[src/rtl/mem_request_arb_pkg.sv]
// Shared types and width helpers for the memory request arbiter.
// Requests from several requesters are granted one at a time to a single memory port.
package mem_request_arb_pkg;

  typedef enum logic [1:0] {
    IDLE = 2'd0,
    BUSY = 2'd1,
    DONE = 2'd2
  } state_e;

  // Grant index width; a single channel still needs a 1-bit index.
  function automatic int gnt_width(input int nch);
    return (nch > 1) ? $clog2(nch) : 1;
  endfunction

  // The timeout counter only has to reach TIMEOUT-1.
  function automatic int cnt_width(input int timeout);
    return (timeout > 1) ? $clog2(timeout) : 1;
  endfunction

endpackage

[src/rtl/mem_request_arbiter_rr_pick.sv]
// Combinational winner selection among pending channels.
// Supports round-robin (starts after ptr) or fixed priority (lowest index first).
module rr_pick
  import mem_request_arb_pkg::*;
#(
  parameter int NCH = 2,
  parameter int RR  = 1
) (
  input  logic [NCH-1:0]            i_pend,
  input  logic [gnt_width(NCH)-1:0] i_ptr,
  output logic [gnt_width(NCH)-1:0] o_win,
  output logic                      o_valid
);

  localparam int GW = gnt_width(NCH);

  logic [GW-1:0] w_idx;

  always_comb begin
    // NOTE: every output gets a default first so no path leaves a latch behind.
    o_win   = '0;
    o_valid = 1'b0;
    w_idx   = '0;
    for (int k = 0; k < NCH; k++) begin
      w_idx = (RR != 0) ? GW'((int'(i_ptr) + 1 + k) % NCH) : GW'(k);
      if (!o_valid && i_pend[w_idx]) begin
        o_valid = 1'b1;
        o_win   = w_idx;
      end
    end
  end

endmodule

[src/rtl/mem_request_arbiter.sv]
// Multi-channel memory request unit: arbitrates, holds memory enables until the
// access completes, and returns a one-cycle hit (plus err on timeout) with load data.
module mem_request_arbiter
  import mem_request_arb_pkg::*;
#(
  parameter int NCH     = 2,
  parameter int AW      = 32,
  parameter int DW      = 32,
  parameter int RR      = 1,
  parameter int TIMEOUT = 0
) (
  input  logic                          CLK,
  input  logic                          RST,
  input  logic [NCH-1:0]                rreq,
  input  logic [NCH-1:0]                wreq,
  input  logic [NCH-1:0][AW-1:0]        addr,
  input  logic [NCH-1:0][DW-1:0]        wdata,
  output logic [NCH-1:0]                hit,
  output logic [NCH-1:0]                err,
  output logic [DW-1:0]                 rdata,
  output logic                          mREN,
  output logic                          mWEN,
  output logic [AW-1:0]                 mADDR,
  output logic [DW-1:0]                 mSTORE,
  input  logic                          mWAIT,
  input  logic [DW-1:0]                 mLOAD,
  output logic                          busy,
  output logic [gnt_width(NCH)-1:0]     gnt
);

  localparam int GW = gnt_width(NCH);
  localparam int CW = cnt_width(TIMEOUT);

  state_e         r_state;
  logic [GW-1:0]  r_ptr;
  logic [CW-1:0]  r_cnt;
  logic [NCH-1:0] w_pend;
  logic [GW-1:0]  w_win;
  logic           w_valid;
  logic           w_timeout;

  assign w_pend    = rreq | wreq;
  assign w_timeout = (TIMEOUT > 0) && (r_cnt == CW'(TIMEOUT - 1));

  rr_pick #(
    .NCH (NCH),
    .RR  (RR)
  ) u_pick (
    .i_pend  (w_pend),
    .i_ptr   (r_ptr),
    .o_win   (w_win),
    .o_valid (w_valid)
  );

  // NOTE: all state uses non-blocking assignments so each register samples pre-edge values.
  always_ff @(posedge CLK) begin
    if (RST) begin
      r_state <= IDLE;
      hit     <= '0;
      err     <= '0;
      rdata   <= '0;
      mREN    <= 1'b0;
      mWEN    <= 1'b0;
      mADDR   <= '0;
      mSTORE  <= '0;
      busy    <= 1'b0;
      gnt     <= '0;
      r_cnt   <= '0;
      r_ptr   <= GW'(NCH - 1);
    end else begin
      hit <= '0;
      err <= '0;
      case (r_state)
        IDLE: begin
          if (w_valid) begin
            gnt     <= w_win;
            mADDR   <= addr[w_win];
            mSTORE  <= wdata[w_win];
            mWEN    <= wreq[w_win];
            mREN    <= rreq[w_win] & ~wreq[w_win];
            r_cnt   <= '0;
            r_ptr   <= w_win;
            busy    <= 1'b1;
            r_state <= BUSY;
          end
        end
        BUSY: begin
          if (!mWAIT) begin
            if (mREN) rdata <= mLOAD;
            hit[gnt] <= 1'b1;
            mREN     <= 1'b0;
            mWEN     <= 1'b0;
            r_state  <= DONE;
          end else if (w_timeout) begin
            hit[gnt] <= 1'b1;
            err[gnt] <= 1'b1;
            mREN     <= 1'b0;
            mWEN     <= 1'b0;
            r_state  <= DONE;
          end else begin
            r_cnt <= r_cnt + 1'b1;
          end
        end
        DONE: begin
          busy    <= 1'b0;
          r_state <= IDLE;
        end
        default: r_state <= IDLE;
      endcase
    end
  end

endmodule
[config.mk]
export PLATFORM = sky130hd
export DESIGN_NAME = mem_request_arbiter
export DESIGN_NICKNAME = d
export VERILOG_FILES = /design/src/rtl/mem_request_arb_pkg.sv /design/src/rtl/mem_request_arbiter_rr_pick.sv /design/src/rtl/mem_request_arbiter.sv
export SDC_FILE = /design/constraint.sdc
export NUM_CORES = 1
export LEC_CHECK = 0
export ABC_AREA = 1
export BUFFER_PORTS_ARGS = -buffer_cell sky130_fd_sc_hd__buf_4
export CAP_MARGIN = 20
export CORE_ASPECT_RATIO = 1.25
export CORE_MARGIN = 5
export CORE_UTILIZATION = 40
export CTS_BUF_LIST = sky130_fd_sc_hd__clkbuf_2 sky130_fd_sc_hd__clkbuf_4 sky130_fd_sc_hd__clkbuf_8
export CTS_CLUSTER_SIZE = 16
export DETAILED_ROUTE_END_ITERATION = 7
export HOLD_SLACK_MARGIN = 0.03
export PLACE_DENSITY = 0.74
export SLEW_MARGIN = 5
export SYNTH_ARGS = -nofsm -noshare
export SYNTH_HDL_FRONTEND = slang
export SYNTH_SLANG_ARGS = --single-unit
export TNS_END_PERCENT = 30
[constraint.sdc]
create_clock -name CLK -period 2.8 [get_ports CLK]
set_input_delay 0.42 -clock CLK [delete_from_list [all_inputs] [get_ports CLK]]
set_output_delay 0.42 -clock CLK [all_outputs]
set_load 0.01 [all_outputs]
==> qor.txt, run 1 <==
placed cell area = 6880 um^2
run status = finished clean
Final Critical Period = 1620 ps
final setup fails = 0
Post-Syn Area = 4890 um^2
GPL Wtd Cong = 0.835
H-tree depth = 3
pre-CTS WS = 882 ps
Final Hold Viols = 0
post-CTS setup buffer count = 0
setup ws final = 1180 ps
Worst Hold Endpoint = r_state[0]$_SDFFE_PP0P_
drt wl/cell = 13.1 um
via count = 5,247
Post-route DRC = 0
post-placement cell count = 1,132
Clock Power Share = 25.5%
hold_sp = RST
Worst Hold Class = primary input to register
CTS tree = built
Seq pwr share = 45.9%
Fillers = 1,223
Clock Sinks = 105
Root Driver = clkbuf_8
Worst R2R Setup Slack = 1180 ps
CTS max path bufs = 2
sequential share of the synthesized area = 43.0%
IO Count = 271
Req. time, crit path = 3060 ps
Die W = 109 um
drt initial violations = 240
warnings from Yosys = 0
internal power = 2.57 mW
Yosys cell types = 22
Slew Viols, Final = 0
most frequent cells in the layout = buf_4, nor2_1, dfxtp_1, nand2_1, inv_1
commonest non-fill, non-tap cell in the layout = buf_4
FF+latch count, synth = 105
clock skew = 12.0 ps
Rel. slew slack = 53.7%
Worst-path clk slew = 110 ps
Crit Path Class = register to register
detailed placement HPWL = 10,800 um
fraction of layout cells with a size suffix above 1 = 31.1%
Leakage = 3.69 nW
hold_buf cts = 0
CP max FO = 64
fmax = 0.616 GHz
Tot GR Track Use = 19.3%
Die H = 134 um
CTS buffer count = 9
Final Non-Filler Cells = 1,149
Sw Pwr = 1.17 mW
core region area = 12,000 um^2
Setup crit end kind = register
Pre-antenna DRT Iters = 4
pwr dens = 526 nW/um^2
combinational power share = 28.6%
Worst-Skew Late Latency = 360 ps
maximum VDD drop = 0.000243 V
Sum Neg Setup Slack = 0 ps
area grow syn2layout = 45.2%
actual slew at the worst max-slew pin = 694 ps
drt via density = 4.57
PortBufs = 268
diode count = 0
RSZ-0062 raised after global routing = false
Hold Path Depth = 2
CP startpoint kind = register
vias in the first global route = 4,624
Crit Reg-Reg Startpoint = r_state[1]$_SDFFE_PP0P_
largest net degree at the start of global routing = 66
Routed Antenna Nets = 0
row cnt = 45
initial antenna violation count = 0
Initial Utilization = 40.6%
max_cap viols = 0
post-cts sizing count = 0
Cells after Synth = 743
critical path arrival = 1880 ps
reg-to-reg endpoint = mSTORE[1]$_SDFFE_PP0P_
first-pass GRT wire length = 22,700 um
total grt overflow = 0
synthesized area per cell = 6.58 um^2
routed wire length = 15,100 um
Tcrit/Tclk final = 57.9%
Die Area = 14,600 um^2
Sw Ratio = 31.3%
design area = 7100 um^2
worst reg2reg path depth = 7
Nets = 1,147
[state kept, by name (all words and copies together), names as in the netlist]
signal	cells
r_ptr	1
mSTORE	32
mADDR	32
mREN	1
r_state	2
hit	2
busy	1
gnt	1
mWEN	1
rdata	32
[cells by family after synthesis]
group | Yosys count | synth area share, %
AND/OR/NAND/NOR | 407 | 33.6
buffers and inverters | 125 | 12.3
AO/OA/AOI/OAI | 105 | 11.0
flip-flops | 105 | 43.0
other | 1 | 0.0767
[through the flow]
stage          power [mW]  hold WS (ps)  util [%]
2_1_floorplan        2.35           487         -
3_3_place_gp         2.82           464      57.1
3_5_place_dp         2.83           473      57.1
4_1_cts              3.79           260      58.8
5_1_grt              3.97           262      58.9
6_report             3.74           280      58.9
[Yosys cell counts]
cell type	number	area, um^2
o21ai_1	47	235
nand2_1	74	278
buf_4	9	67.6
o21ai_0	51	255
conb_1	1	3.75
nor2_1	259	972
buf_6	11	124
nor3b_1	1	7.51
nand3_2	1	10.0
nor2_4	2	22.5
inv_1	68	255
nor2_2	2	12.5
a21oi_4	1	16.3
and2_1	1	6.26
clkbuf_1	20	75.1
inv_2	4	15.0
a21oi_1	5	25.0
nand3_1	66	330
nor3_1	1	5.00
buf_2	13	65.1
o211ai_1	1	7.51
dfxtp_1	105	2100
[per-layer routing]
| metal | routed length (um) | vias up | track usage [%] |
|---|---|---|---|
| li1 | - | 2766 | - |
| met1 | 5700 | 2279 | 21.3 |
| met2 | 7500 | 180 | 34.3 |
| met3 | 1560 | 22 | 5.91 |
| met4 | 324 | 0 | 7.02 |
| met5 | 0 | - | 0 |
[power by group through the flow]
stage          Clock (mW)  Combinational [mW]  Sequential, mW
6_report            0.954                1.07            1.72
5_1_grt              1.04                1.19            1.73
4_1_cts             0.990                1.08            1.72
3_5_place_dp            0                1.08            1.75
3_3_place_gp            0                1.07            1.75
2_1_floorplan           0               0.545            1.81
[final cells by class]
class | count | area (um^2) | area share, %
inverter | 72 | 270 | 3.81
multi-input combinational | 514 | 2210 | 31.1
timing repair buffer | 278 | 2110 | 29.7
clock buffer | 9 | 124 | 1.74
sequential | 105 | 2100 | 29.6
tap | 164 | 205 | 2.89
clock inverter | 7 | 78.8 | 1.11
[worst max-delay path, cell delays in order, from the launching register on]
cell     delay, ps
dfxtp_1        350
nor2_2         150
inv_2           60
a21oi_4        120
buf_4          510
nand2_1        110
nor2_1         140
nor2_1          50
[how the worst max path moves through the flow]
stage | startpoint | end | slack [ps] | cells past startpoint
finish | r_state[1]$_SDFFE_PP0P_ | mSTORE[1]$_SDFFE_PP0P_ | 1180 | 7
global route | r_state[0]$_SDFFE_PP0P_ | rdata[22]$_SDFFE_PP0P_ | 970 | 7
CTS | r_state[1]$_SDFFE_PP0P_ | mSTORE[1]$_SDFFE_PP0P_ | 1160 | 7
detailed placement | wreq[1] | mADDR[7]$_SDFFE_PP0P_ | 880 | 7
global placement | wreq[1] | mADDR[7]$_SDFFE_PP0P_ | 890 | 7
floorplan | wreq[0] | mADDR[22]$_SDFFE_PP0P_ | 1510 | 8
No activity file was read; power rests on OpenSTA's default activity.
==> inputs of run 2 (changes only) <==
--- a/config.mk
+++ b/config.mk
@@ -5,7 +5,7 @@
 export SDC_FILE = /design/constraint.sdc
 export NUM_CORES = 1
 export LEC_CHECK = 0
-export ABC_AREA = 1
+export ABC_AREA = 0
 export BUFFER_PORTS_ARGS = -buffer_cell sky130_fd_sc_hd__buf_4
 export CAP_MARGIN = 20
 export CORE_ASPECT_RATIO = 1.25
@@ -15,7 +15,7 @@
 export CTS_CLUSTER_SIZE = 16
 export DETAILED_ROUTE_END_ITERATION = 7
 export HOLD_SLACK_MARGIN = 0.03
-export PLACE_DENSITY = 0.74
+export PLACE_DENSITY = 0.77
 export SLEW_MARGIN = 5
 export SYNTH_ARGS = -nofsm -noshare
 export SYNTH_HDL_FRONTEND = slang
==> constraint.sdc (replaced) <==
create_clock -name CLK -period 1.7 [get_ports CLK]
set_input_delay 0.255 -clock CLK [delete_from_list [all_inputs] [get_ports CLK]]
set_output_delay 0.255 -clock CLK [all_outputs]
set_load 0.01 [all_outputs]
==> run 2 against run 1 <==
Sequential power increased by 64%. Fmax grew 13%. Worst setup slack worse by 920 ps. Combinational power grew 56%. Final area fell by 7.1%. Count of clock-buffer cells in the layout did not move. Hold slack got worse by 150 ps. Highest routed layer unchanged. First-iteration DRC count fell by 28%.
==> qor.txt, run 2 <==
Post-route DRC = 0 (unchanged)
reg-to-reg endpoint = rdata[27]$_SDFFE_PP0P_
Post-Syn Area = 4210 um^2 (-14%)
PortBufs = 268 (unchanged)
fmax = 0.694 GHz (+13%)
CTS tree = built
routed wire length = 14,700 um (-2.2%)
row cnt = 42 (-6.7%)
number of enable flip-flop cells after synthesis = 0 (unchanged)
most frequent cells in the layout = buf_4, nand2_1, dfxtp_1, a21oi_1, nor2_1
total grt overflow = 0 (unchanged)
most frequent cell after synthesis = nand2_1
area grow syn2layout = 56.6%
drt initial violations = 173 (-28%)
critical path arrival = 1730 ps (-150 ps)
largest net degree at the start of global routing = 67 (+1.5%)
Hold Path Depth = 3 (+1)
clock skew = 13.8 ps (+1.83 ps)
post-cts sizing count = 0 (unchanged)
Final Critical Period = 1440 ps (-182 ps)
Root Driver = clkbuf_8
largest family of logic cells by synthesized area = compound AO/OA/AOI/OAI gates
Req. time, crit path = 1980 ps (-1080 ps)
fraction of layout cells with a size suffix above 1 = 38.1% (+7.0 points)
Synth area leaders = dfxtp_1, a21oi_1, nand2_1
via count = 4,773 (-9.0%)
Clock Sinks = 105 (unchanged)
Crit Path Class = register to register
Tot GR Track Use = 22.3% (+3.0 points)
biggest regs = mADDR x32, mSTORE x32, rdata x32
Setup crit end kind = register
Yosys cell types = 23 (+4.5%)
sequential share of the synthesized area = 49.9% (+6.9 points)
post-synthesis mux area share = 0% (unchanged)
Sw Pwr = 1.84 mW (+57%)
GPL Wtd Cong = 0.830 (-0.61%)
detailed placement HPWL = 11,100 um (+2.8%)
Nets = 952 (-17%)
Seq pwr share = 46.5% (+0.6 points)
simple-gate portion of the synthesized area = 19.5% (-14 points)
Tcrit/Tclk final = 84.7% (+27 points)
CTS max path bufs = 2 (unchanged)
Initial Utilization = 40.3% (-0.30 points)
Worst Hold Class = primary input to register
Post-synth ARST share = 0% (unchanged)
Die H = 125 um (-6.6%)
CP max-delay cell = dfxtp_1
pwr dens = 920 nW/um^2 (+75%)
Commonest cells post-synth = nand2_1, dfxtp_1, a21oi_1
Final Hold Viols = 0 (unchanged)
Leakage = 3.05 nW (-17%)
Fillers = 925 (-24%)
drt via density = 5.18 (+13%)
CP max FO = 32 (-50%)
run status = finished clean
worst path cell trace = nor3b_1 -> and2_1 -> buf_12 -> nand2_1 -> a21oi_1
Yosys top cell area share = 49.9% (+6.9 points)
CTS buffer count = 9 (unchanged)
pre-CTS WS = 144 ps (-738 ps)
hold_sp = mLOAD[31]
Worst R2R Setup Slack = 260 ps (-920 ps)
IO Count = 271 (unchanged)
FF+latch count, synth = 105 (unchanged)
Routed Antenna Nets = 0 (unchanged)
core region area = 10,500 um^2 (-13%)
H-tree depth = 3 (unchanged)
Worst Hold Endpoint = rdata[31]$_SDFFE_PP0P_
setup ws final = 259 ps (-918 ps)
diode count = 0 (unchanged)
Worst-path clk slew = 100 ps (about the same)
Die W = 102 um (-6.5%)
CP startpoint kind = register
Worst-Skew Late Latency = 360 ps (about the same)
commonest non-fill, non-tap cell in the layout = buf_4
first-pass GRT wire length = 22,700 um (+0.24%)
final setup fails = 0 (unchanged)
Sum Neg Setup Slack = 0 ps (unchanged)
warnings from Yosys = 0 (unchanged)
compound-gate portion of the synthesized area = 24.7% (+14 points)
Crit Reg-Reg Startpoint = r_state[0]$_SDFFE_PP0P_
drt wl/cell = 16.0 um (+22%)
Clock Power Share = 25.9% (+0.4 points)
initial antenna violation count = 0 (unchanged)
adder-cell share of the synthesized area = 0% (unchanged)
combinational power share = 27.5% (-1.1 points)
hold_buf cts = 0 (unchanged)
worst reg2reg path depth = 5 (-2)
Sw Ratio = 30.3% (-1.0 points)
Cells after Synth = 541 (-27%)
cell taking the most area after synthesis = dfxtp_1
internal power = 4.23 mW (+65%)
top_reg_cell synth = dfxtp_1
vias in the first global route = 4,714 (+1.9%)
Slew Viols, Final = 0 (unchanged)
max_cap viols = 0 (unchanged)
maximum VDD drop = 0.000424 V (+74%)
Pre-antenna DRT Iters = 4 (unchanged)
Die Area = 12,700 um^2 (-13%)
Max stage delay on crit path = 470 ps (-40 ps)
RSZ-0062 raised after global routing = false
post-CTS setup buffer count = 0 (unchanged)
synthesized area per cell = 7.79 um^2 (+18%)
xor/xnor cell area share of the yosys netlist = 0% (unchanged)
run 2: cell type report:
cell class	count	area (um^2)	area share [%]
tap	132	165	2.50
inverter	2	7.51	0.114
multi-input combinational	386	1890	28.6
sequential	105	2100	31.9
timing repair buffer	281	2230	33.9
clock inverter	7	77.6	1.18
clock buffer	9	124	1.88
run 2: worst max-delay path by stage:
stage,start,slack [ps],cells after the start,to
final,r_state[0]$_SDFFE_PP0P_,260,5,rdata[27]$_SDFFE_PP0P_
after floorplan,wreq[0],430,6,mADDR[12]$_SDFFE_PP0P_
after global routing,r_ptr$_SDFFE_PP1P_,150,6,mSTORE[10]$_SDFFE_PP0P_
after global placement,wreq[1],170,6,mADDR[3]$_SDFFE_PP0P_
after CTS,r_state[0]$_SDFFE_PP0P_,260,5,rdata[27]$_SDFFE_PP0P_
after detailed placement,wreq[0],140,6,mADDR[29]$_SDFFE_PP0P_
run 2: power groups by stage:
stage	registers, mW	logic, mW	clock network, mW
CTS	2.82	1.69	1.62
global placement	2.87	1.64	0
finish	2.82	1.67	1.57
global route	2.85	1.83	1.72
floorplan	2.96	0.694	0
detailed placement	2.88	1.68	0
run 2: critical path, delay by kind of cell (launching register included):
family                 cells  cell delay, ps
AND/OR/NAND/NOR            3             560
flip-flops                 1             470
buffers and inverters      1             190
AO/OA/AOI/OAI              1             140
run 2: cells by family (layout without fill, tap and decap cells):
logic type / after synthesis / count (layout)
and+or+nand+nor: 211 / 211
other: 1 / 2
AOI/OAI and AO/OA: 173 / 173
buffers and inverters: 51 / 299
DFF: 105 / 105
run 2: per-stage QoR:
stage	util, %	power (mW)	std cells	hold slack, ps	instance area [um^2]
2_1_floorplan	-	3.66	542	391	4220
3_3_place_gp	61.2	4.51	906	442	6400
3_5_place_dp	61.2	4.56	906	448	6400
4_1_cts	63.1	6.13	922	114	6600
5_1_grt	63.1	6.40	922	108	6600
6_report	63.1	6.07	922	133	6600
run 2: routing by layer:
layer / GRT usage (%) / vias up / routed length [um]
met5: 0 / - / 0
met2: 37.3 / 219 / 7240
li1: - / 2312 / -
met4: 10.4 / 0 / 605
met1: 24.4 / 2201 / 5330
met3: 8.40 / 41 / 1580
==> inputs of run 3 (changes only) <==
--- a/config.mk
+++ b/config.mk
@@ -5,7 +5,7 @@
 export SDC_FILE = /design/constraint.sdc
 export NUM_CORES = 1
 export LEC_CHECK = 0
-export ABC_AREA = 0
+export ABC_AREA = 1
 export BUFFER_PORTS_ARGS = -buffer_cell sky130_fd_sc_hd__buf_4
 export CAP_MARGIN = 20
 export CORE_ASPECT_RATIO = 1.25
@@ -15,7 +15,7 @@
 export CTS_CLUSTER_SIZE = 16
 export DETAILED_ROUTE_END_ITERATION = 7
 export HOLD_SLACK_MARGIN = 0.03
-export PLACE_DENSITY = 0.77
+export PLACE_DENSITY = 0.74
 export SLEW_MARGIN = 5
 export SYNTH_ARGS = -nofsm -noshare
 export SYNTH_HDL_FRONTEND = slang
==> constraint.sdc (replaced) <==
create_clock -name CLK -period 1.4 [get_ports CLK]
set_input_delay 0.21 -clock CLK [delete_from_list [all_inputs] [get_ports CLK]]
set_output_delay 0.21 -clock CLK [all_outputs]
set_load 0.01 [all_outputs]
==> run 3 against run 2 <==
Register-to-register slack lost 170 ps. Count of clock-buffer cells in the layout grew 3. Core utilization shrank 1.9 points. Clock power grew 14%. Power grew 25%. Critical endpoint is now mWEN$_SDFFE_PP0P_. Clock skew shrank 3.7 ps. Combinational power grew 42%. First-iteration DRC count grew 36%. Sequential share of layout area shrank 3.3 points. Hold slack lost 57 ps.
==> qor.txt, run 3 (same netlist as run 1, synthesis figures left out) <==
run status = finished clean
diode count = 0 (unchanged)
area occupied by multi-input gates = 2220 um^2 (+18%)
drt initial violations = 236 (+36%)
Nets = 1,158 (+22%)
drt wl/cell = 13.7 um (-14%)
post-placement cell count = 1,140 (+26%)
Tot GR Track Use = 20.1% (-2.1 points)
maximum VDD drop = 0.000498 V (+17%)
combinational power share = 31.2% (+3.7 points)
Worst-path clk slew = 100 ps (about the same)
detailed placement HPWL = 11,400 um (+2.2%)
biggest regs = mADDR x32, mSTORE x32, rdata x32
pwr dens = 1030 nW/um^2 (+12%)
hold_sp = RST
fraction of layout cells with a size suffix above 1 = 32.1% (-6.0 points)
Hold Path Depth = 2 (-1)
total grt overflow = 0 (unchanged)
first-pass GRT wire length = 23,800 um (+4.7%)
Final Non-Filler Cells = 1,160 (+26%)
hold_buf cts = 0 (unchanged)
Clock Power Share = 23.6% (-2.3 points)
Buf/Inv on CP = 3 (+2)
Sw Pwr = 2.37 mW (+29%)
Clock Sinks = 105 (unchanged)
Pre-antenna DRT Iters = 4 (unchanged)
PortBufs = 268 (unchanged)
via count = 5,333 (+12%)
Fillers = 1,187 (+28%)
Initial Utilization = 40.6% (+0.30 points)
Die H = 134 um (+7.1%)
met3 Track Usage GR = 5.91% (-2.5 points)
Setup crit end kind = register
Fin Hold WS = 76.1 ps (-56.9 ps)
Req. time, crit path = 1660 ps (-320 ps)
design area = 7380 um^2 (+12%)
CP max-delay cell = dfxtp_1
Sw Ratio = 31.2% (+0.89 points)
Die W = 109 um (+7.0%)
routed wire length = 15,900 um (+8.1%)
H-tree depth = 3 (unchanged)
initial antenna violation count = 0 (unchanged)
core region area = 12,000 um^2 (+15%)
register area = 2100 um^2 (+0.12%)
drt via density = 4.60 (-11%)
Sum Neg Setup Slack = 0 ps (unchanged)
CP top delay family = buffers and inverters
Crit Path Class = register to register
vias in the first global route = 4,840 (+2.7%)
max_cap viols = 0 (unchanged)
CP startpoint kind = register
gr busiest metal = met2
Final Hold Viols = 0 (unchanged)
Slew Viols, Final = 0 (unchanged)
area grow syn2layout = 50.9%
RSZ-0062 raised after global routing = false
worst reg2reg path depth = 7 (+2)
IO Count = 271 (unchanged)
GR Util met2 = 35.8% (-1.5 points)
Routed Antenna Nets = 0 (unchanged)
internal power = 5.23 mW (+24%)
CTS max path bufs = 2 (unchanged)
worst path cell trace = nor2_4 -> inv_2 -> a21oi_4 -> buf_12 -> buf_4 -> nand3_1 -> and2_1
Crit Reg-Reg Startpoint = r_state[1]$_SDFFE_PP0P_
Leakage = 3.83 nW (+26%)
final setup fails = 0 (unchanged)
Tcrit/Tclk final = 93.9% (+9.1 points)
Post-route DRC = 0 (unchanged)
placed cell area = 7060 um^2 (+10%)
Crit. Startpoint = r_state[1]$_SDFFE_PP0P_
CP max FO = 8 (-75%)
commonest non-fill, non-tap cell in the layout = buf_4
clock skew = 10.1 ps (-3.74 ps)
Worst-Skew Late Latency = 360 ps (about the same)
Root Driver = clkbuf_8
total power = 7.60 mW (+25%)
GPL Wtd Cong = 0.818 (-1.5%)
CTS buffer count = 9 (unchanged)
CTS tree = built
critical path arrival = 1580 ps (-150 ps)
Die Area = 14,600 um^2 (+15%)
Max stage delay on crit path = 360 ps (-110 ps)
number of cells on the critical path = 7 (+2)
most frequent cells in the layout = buf_4, nor2_1, dfxtp_1, nand2_1, inv_1
Final Critical Period = 1310 ps (-127 ps)
largest net degree at the start of global routing = 64 (-4.5%)
Seq pwr share = 45.3% (-1.2 points)
Worst Hold Class = primary input to register
fmax = 0.761 GHz (+9.6%)
row cnt = 45 (+7.1%)
grt met1 use = 23.6% (-0.78 points)
run 3: cell types whose count changed in the layout (fill, tap and decap cells not counted), sizes merged, moves of 2 or more:
cell    delta
a211oi    -65
a21oi     -97
buf        +5
clkbuf     +6
clkinv     +2
inv       +67
nand2     -58
nand3     +63
nor2     +196
o21ai     +94
run 3: routing by layer:
layer / share of wire [%] / vias to the layer above
li1: - / 2784
met1: 39 / 2370
met2: 51 / 169
met3: 8.7 / 10
met4: 0.87 / 0
met5: 0 / -
run 3: final timing paths:
kind	end	slack, ps
setup / recovery	mWEN$_SDFFE_PP0P_	90
hold / removal	r_state[0]$_SDFFE_PP0P_	80
setup reg to reg	mWEN$_SDFFE_PP0P_	90
hold reg to reg	busy$_SDFFE_PP0P_	490
run 3: metrics by stage:
step           worst slack, ps  util [%]
2_1_floorplan              192         -
3_3_place_gp              46.4      58.6
3_5_place_dp              32.0      58.6
4_1_cts                   4.38      60.2
5_1_grt                   5.01      61.2
6_report                  85.8      61.2
run 3: area by class of cell:
cell class,count,share of cell area [%]
clock buffer,12,2.15
inverter,72,3.66
clock inverter,4,0.373
tap,164,2.78
sequential,105,28.5
multi-input combinational,514,30.0
timing repair buffer,289,32.5
run 3: what timing repair did:
| item | CTS | global route |
|---|---|---|
| gates resized for setup | 0 | 8 |
| setup buffers | 0 | 1 |
| endpoints found under the hold margin | 0 | 0 |
| endpoints found under the setup margin | 0 | 59 |
run 3: worst reg2reg max path: cells and delay by family, from the launching register on:
kind | cells | cell delay (ps)
buffers and inverters | 3 | 380
AO/OA/AOI/OAI | 1 | 130
AND/OR/NAND/NOR | 3 | 350
flip-flops | 1 | 360
run 3: power by group through the flow:
stage	Combinational, mW	Clock, mW	Sequential [mW]
3_3_place_gp	2.25	0	3.50
5_1_grt	2.63	1.97	3.48
6_report	2.37	1.79	3.44
2_1_floorplan	1.09	0	3.61
4_1_cts	2.27	1.87	3.44
3_5_place_dp	2.26	0	3.50
